--- src/rtl/uart_tx_frame.sv ---
// uart_tx_frame
//   UART transmitter that mirrors the oversampling receiver. It accepts one
//   parallel word per handshake and sends a start bit, the data LSB first, an
//   optional parity bit and the stop bit(s). Each bit is held for Prescale clk
//   cycles, so the bit time matches the receiver running on the same clk.
//
//   Build option: define UART_TX_TWO_STOP_EN to send a second stop bit
//   (STOP2). Without the macro, exactly one stop bit is sent.
//
// Ports
//   clk         in   single clock, all logic on posedge
//   reset_n     in   synchronous active-low reset
//   P_DATA      in   [DATA_WIDTH-1:0] word to send
//   Data_Valid  in   request, accepted only when busy=0
//   PAR_EN      in   1: insert a parity bit
//   PAR_TYP     in   0: even parity, 1: odd parity
//   Prescale    in   [Prescale_width-1:0] clk cycles per bit (0 behaves as 1)
//   TX_OUT      out  serial line, idle high, registered
//   busy        out  high from acceptance to frame end, registered
module uart_tx_frame #(
  parameter int DATA_WIDTH     = 8,
  parameter int Prescale_width = 6
) (
  input  logic                      clk,
  input  logic                      reset_n,
  input  logic [DATA_WIDTH-1:0]     P_DATA,
  input  logic                      Data_Valid,
  input  logic                      PAR_EN,
  input  logic                      PAR_TYP,
  input  logic [Prescale_width-1:0] Prescale,
  output logic                      TX_OUT,
  output logic                      busy
);

  localparam int unsigned BW = (DATA_WIDTH > 1) ? $clog2(DATA_WIDTH) : 1;
  localparam logic [BW-1:0] BIT_LAST = BW'(DATA_WIDTH - 1);

  localparam logic [2:0] IDLE   = 3'd0;
  localparam logic [2:0] START  = 3'd1;
  localparam logic [2:0] DATA   = 3'd2;
  localparam logic [2:0] PARITY = 3'd3;
  localparam logic [2:0] STOP   = 3'd4;
`ifdef UART_TX_TWO_STOP_EN
  localparam logic [2:0] STOP2  = 3'd5;
`endif

  logic [2:0]                state;
  logic [Prescale_width-1:0] edge_cnt;
  // Holds Prescale_r-1 so the end-of-bit compare never wraps; Prescale=0 is
  // stored as 0 here, which gives the same 1 cycle/bit as Prescale=1.
  logic [Prescale_width-1:0] presc_last;
  logic [BW-1:0]             bit_cnt;
  logic [DATA_WIDTH-1:0]     data_r;
  logic                      par_en_r;
  logic                      parity_r;
  logic                      last_edge;

  always_comb begin
    last_edge = (edge_cnt == presc_last);
  end

  always_ff @(posedge clk) begin
    if (!reset_n) begin
      state      <= IDLE;
      TX_OUT     <= 1'b1;
      busy       <= 1'b0;
      edge_cnt   <= '0;
      presc_last <= '0;
      bit_cnt    <= '0;
      data_r     <= '0;
      par_en_r   <= 1'b0;
      parity_r   <= 1'b0;
    end else if (state == IDLE) begin
      if (Data_Valid) begin
        state      <= START;
        TX_OUT     <= 1'b0;
        busy       <= 1'b1;
        edge_cnt   <= '0;
        bit_cnt    <= '0;
        data_r     <= P_DATA;
        par_en_r   <= PAR_EN;
        // Parity is fixed at acceptance from the latched word.
        parity_r   <= PAR_TYP ? ~^P_DATA : ^P_DATA;
        presc_last <= (Prescale == '0) ? '0 : Prescale - Prescale_width'(1);
      end
    end else if (!last_edge) begin
      edge_cnt <= edge_cnt + Prescale_width'(1);
    end else begin
      edge_cnt <= '0;
      case (state)
        START: begin
          state   <= DATA;
          TX_OUT  <= data_r[0];
          bit_cnt <= '0;
        end
        DATA: begin
          if (bit_cnt == BIT_LAST) begin
            if (par_en_r) begin
              state  <= PARITY;
              TX_OUT <= parity_r;
            end else begin
              state  <= STOP;
              TX_OUT <= 1'b1;
            end
          end else begin
            // data_r[0] is the bit on the line; shift so the next one is at [0].
            bit_cnt <= bit_cnt + BW'(1);
            data_r  <= {1'b0, data_r[DATA_WIDTH-1:1]};
            TX_OUT  <= data_r[1];
          end
        end
        PARITY: begin
          state  <= STOP;
          TX_OUT <= 1'b1;
        end
`ifdef UART_TX_TWO_STOP_EN
        STOP: begin
          state  <= STOP2;
          TX_OUT <= 1'b1;
        end
        STOP2: begin
          state  <= IDLE;
          TX_OUT <= 1'b1;
          busy   <= 1'b0;
        end
`else
        STOP: begin
          state  <= IDLE;
          TX_OUT <= 1'b1;
          busy   <= 1'b0;
        end
`endif
        default: begin
          state  <= IDLE;
          TX_OUT <= 1'b1;
          busy   <= 1'b0;
        end
      endcase
    end
  end

endmodule
--- config.mk ---
export PLATFORM = sky130hd
export DESIGN_NAME = uart_tx_frame
export DESIGN_NICKNAME = d
export VERILOG_FILES = /design/src/rtl/uart_tx_frame.sv
export SDC_FILE = /design/constraint.sdc
export NUM_CORES = 1
export LEC_CHECK = 0
export CORE_MARGIN = 2
export CORE_UTILIZATION = 45
export DETAILED_ROUTE_END_ITERATION = 8
export PLACE_DENSITY = 0.69
export SLEW_MARGIN = 20
export SYNTH_ARGS = -nofsm -noshare
export SYNTH_HDL_FRONTEND = slang
export SYNTH_SLANG_ARGS = --single-unit
--- constraint.sdc ---
create_clock -name clk -period 2.1 [get_ports clk]
set_clock_uncertainty 0.2 [all_clocks]
set_input_delay 0.315 -clock clk [delete_from_list [all_inputs] [get_ports clk]]
set_output_delay 0.315 -clock clk [all_outputs]
set_load 0.01 [all_outputs]
After elaboration in Yosys (flattened, before gate mapping). Cells that the tools add are included. Widths: inputs -> output; s select.

Register bits: 30. Latch bits: 0. RAM bits: 0. ROM bits: 0. Input bits: 19. Memories: 0.

Add/subtract/negate cells: 3. Multiply operators: 0. Divide/modulo/power cells: 0. Order comparisons: 0. Eq/ne operators: 10. Shift operators: 0. Muxes and demuxes: 31. Bitwise gates (word level): 0. Reductions and logical operators: 14.

Operator list (count): $mux 8 (5); $mux 3 (9); $mux 6 (4); $mux 1 (10); $pmux 3 s3 (1); $reduce_and 4->1 (2); $reduce_xnor 8->1 (1); $reduce_xor 8->1 (1); $add 6x1->6 const B (1); $eq 3x2->1 const B (2); $eq 6x6->1 (1); $logic_not 6->1 (1); $ne 3x3->1 const B (2); $pmux 3 s2 (1); $reduce_and 3->1 (2); $sub 6x1->6 const B (1); $ne 2x2->1 const B (2); $reduce_and 2->1 (2); $reduce_bool 2->1 (2); $add 3x1->3 const B (1); $eq 3x1->1 const B (1); $eq 3x3->1 const B (1); $logic_not 3->1 (1); $reduce_bool 3->1 (1); 3 further kinds (3).

Depth between registers and ports, before layout.
Word-level depth: 5. Mapped depth: 7.

Worst setup path after synthesis. No wires, ideal clock.

Kind: register -> register. Start point: register bit_cnt[0]. End point: register data_r[0]. Library setup time: 0.116 ns. Arrival: 1.745 ns. Required time: 1.784 ns. Path slack: 0.038 ns. Stages on the path, launching flop included: 7. Buffers on the path: 0. Path through: dfxtp_1 > ha_1 > ha_1 > or4b_1 > and3b_1 > o21ai_0 > o211a_1.

Longest elaborated chain between the ends: 3.

RTL lines: start, declared (line 52) `logic [BW-1:0] bit_cnt;`; start signal, assigned (line 107) `bit_cnt <= bit_cnt + BW'(1);`; $eq 3x3->1 (line 97) `if (bit_cnt == BIT_LAST) begin`; $ne 2x2->1 (no line); $reduce_and 4->1 (no line); end signal, assigned (line 108) `data_r <= {1'b0, data_r[DATA_WIDTH-1:1]};`; end, declared (line 53) `logic [DATA_WIDTH-1:0] data_r;`.

No other way between the ends. A chain may end at the register's enable or synchronous reset.

Worst setup path in the final report.
Start point: register bit_cnt[0]. End point: register data_r[2].

The elaborated chain is that of the path after synthesis.

==> reports/results.tsv <==
metric	value	unit
cp_max_fo	7	
grt_max_degree	16	
p_switching	921.6	µW
synth_top_area_share	35.32	%
clk_pin_slew	0.07	ns
holdPathStages	2	
p_int	1605	µW
fillers	329	
clk_latency	0.28	ns
final.period_utilization	98.13	%
clock_sinks	30	
diodes	0	
drt-pass1-iter-count	4	
hold_path_end	TX_OUT	
vias	1510	
cp-end-kind	register	
holdBufCountCts	0	
antenna_found_initial	0	
slowest_stage	or4b_4	
die_x	65.47	µm
synth.distinct_cells	41	
design.core.area	3633	µm²
outcome	finished, final reports clean	
clock_path_buffers	2	
tightest_slew	0.4456	ns
cap_viol_max_count	0	
dp.cells	269	
combPwrFrac	45.4	%
synth_edf_count	0	
p_sw_share	36.47	%
synth.area.top_cells	dfxtp_1 35%, mux2i_1 7.1%, xor2_1 5.2%	
setup_viol	0	
drt_wl_total	4018	µm
period_needed	2.061	ns
synth_top_family_by_area	simple AND/OR/NAND/NOR gates	
chipHeight	65.47	µm
numCtsBuffers	5	
grt_overflow_total	0	
p_seq_share	32.6	%
required	2.08	ns
cp_cell_sequence	ha_4 -> ha_4 -> or4b_4 -> and3b_2 -> o21ai_0 -> o211a_1	
critical_path.top_delay_family	simple AND/OR/NAND/NOR gates	
synth-adder-area-share	3.679	%
final_cells	277	
yosys.area_share.simple	21.56	%
syn_area_per_cell	8.765	µm²
final_cell_mix	28 x dfxtp_1, 20 x nand2_1, 20 x clkdlybuf4s50_1, 16 x buf_4	
port_buffers	20	
grt_pass1_wl	6534	µm
hold_class	register to register	
reg2reg_to	data_r[2]	
reg2reg_setup_slack	0.04	ns
antenna_left	0	
io_pins	21	
initial_utilization	46.80	%
r2r-start	bit_cnt[0]	
nets	252	
drc	0	
hold_start	TX_OUT	
cp_num_buf_inv	0	
total_leakage_power	0.001011	µW
hold_violations	0	
root_buffer	clkbuf_8	
wl_per_cell	14.51	µm
slew_viol_final	0	
htree_levels	2	
synth-compound-area-share	19.28	%
ys_warn_count	0	
cpPeakStageDelay	0.51	ns
post-place-ws	-0.09898	ns
gp_congestion	0.7974	
synth_flop_cell	dfxtp_1	
fmax	485.2	MHz
cts_tree	built	
synthXorXnorAreaFrac	9.566	%
dpl.hpwl	2898	µm
peakVddDrop	0.0005809	V
synth_largest_area_cell	dfxtp_1	
final_common_cell	dfxtp_1	
grt_pass1_vias	1488	
via_per_inst	5.451	
holdWs	0.2736	ns
syn2layout_area_growth	29.07	%
syn_area	1700	µm²
synth-async-reset-ratio	0	%
ys_seq_area_share	35.32	%
rows	22	
syn_nets	218	
clkPwrFrac	22.0	%
total_power	2527	µW
dieArea	4286	µm²
critical_path.startpoint_type	register	
setup_ws	0.03920	ns
synth.mux.area_fraction	7.064	%
drtIter0Drc	58	
slew_headroom	70.07	%
synth_cells	194	
path_common_cell	ha_4	
drive_gt1_share	15.72	%
ys_ff_latch	30	
final_core_util	60.40	%
grt_usage	20.39	%
r2r_cells	6	
cp_data_arrival_time	2.04	ns
path_class	register to register	
rsz0062_at_grt	yes	
powerDensity	1151	nW/µm²
-- worst reg2reg max path: stages, from the launching register on --
cell and delay (ns):
dfxtp_2 0.34, ha_4 0.16, ha_4 0.16, or4b_4 0.51, and3b_2 0.36, o21ai_0 0.10
o211a_1 0.12
-- synth_stat cells (2+ instances only) --
library cell	n
a21boi_0	2
a21oi_1	5
a22oi_1	5
a31oi_1	2
and2_1	4
and3_1	3
and3b_1	2
buf_2	3
clkbuf_1	6
dfxtp_1	30
ha_1	5
inv_1	6
mux2i_1	12
nand2_1	20
nand2b_1	2
nand3_1	9
nand3b_1	2
nor2_1	12
nor2b_1	5
nor3_1	4
o211a_1	7
o21ai_0	14
or3_1	2
xnor2_1	6
xor2_1	10
-- flip-flops by register name (all words and copies together), names as in the netlist --
signal	flops
bit_cnt	3
presc_last	6
edge_cnt	6
TX_OUT	1
busy	1
par_en_r	1
data_r	8
state	3
parity_r	1
-- per-layer routing --
metal	track usage, %	vias up	wire length [µm]
met1	24.14	709	1817
met3	5.308	8	140
li1	-	759	-
met4	11.98	0	85
met5	0	-	0
met2	33.16	34	1973
-- through the flow --
step                instance area (µm²)  setup TNS (ns)
finish                             2195               0
global placement                   2043        -0.07703
floorplan                          1700               0
global route                       2195        -0.05141
detailed placement                 2043         -0.6968
CTS                                2161               0
-- what timing repair did --
action,in CTS,in global routing
pin swaps,0,2
setup buffers,0,0
resized for setup,4,12
gates cloned,0,0
hold endpoints to repair,0,0
endpoints found under the setup margin,7,10
-- worst max path at each step --
stage	from	endpoint	slack [ns]	depth (start not counted)
6_report	bit_cnt[0]	data_r[2]	0.04	6
5_1_grt	bit_cnt[0]	data_r[2]	-0.02	6
4_1_cts	bit_cnt[0]	data_r[1]	0.02	6
3_5_place_dp	bit_cnt[0]	data_r[5]	-0.1	6
3_3_place_gp	Data_Valid	bit_cnt[0]	-0.02	6
2_1_floorplan	bit_cnt[0]	data_r[0]	0.04	6
-- power by group through the flow --
| stage | clock (µW) | combinational (µW) | sequential, µW |
|---|---|---|---|
| after floorplan | 0 | 779 | 781 |
| after global placement | 0 | 1060 | 821 |
| after detailed placement | 0 | 1100 | 831 |
| after CTS | 560 | 1110 | 818 |
| after global routing | 585 | 1260 | 843 |
| final | 555 | 1150 | 825 |
-- cell type report --
class	instances	area (µm²)	share of cell area, %
inverter	6	22.52	1.026
sequential	30	603.1	27.48
tap	48	60.06	2.737
timing repair buffer	36	320.3	14.60
clock buffer	8	110.1	5.017
multi-input combinational	149	1079	49.14
-- cell families (layout without fill, tap and decap cells) --
logic type | count (synthesis) | count (layout)
muxes | 12 | 12
AOI/OAI and AO/OA | 46 | 46
buffers and inverters | 15 | 50
DFF | 30 | 30
xor gates and xnor gates | 17 | 17
and+or+nand+nor | 69 | 69
adders and majority gates | 5 | 5
(Power assumes the default switching activity.)
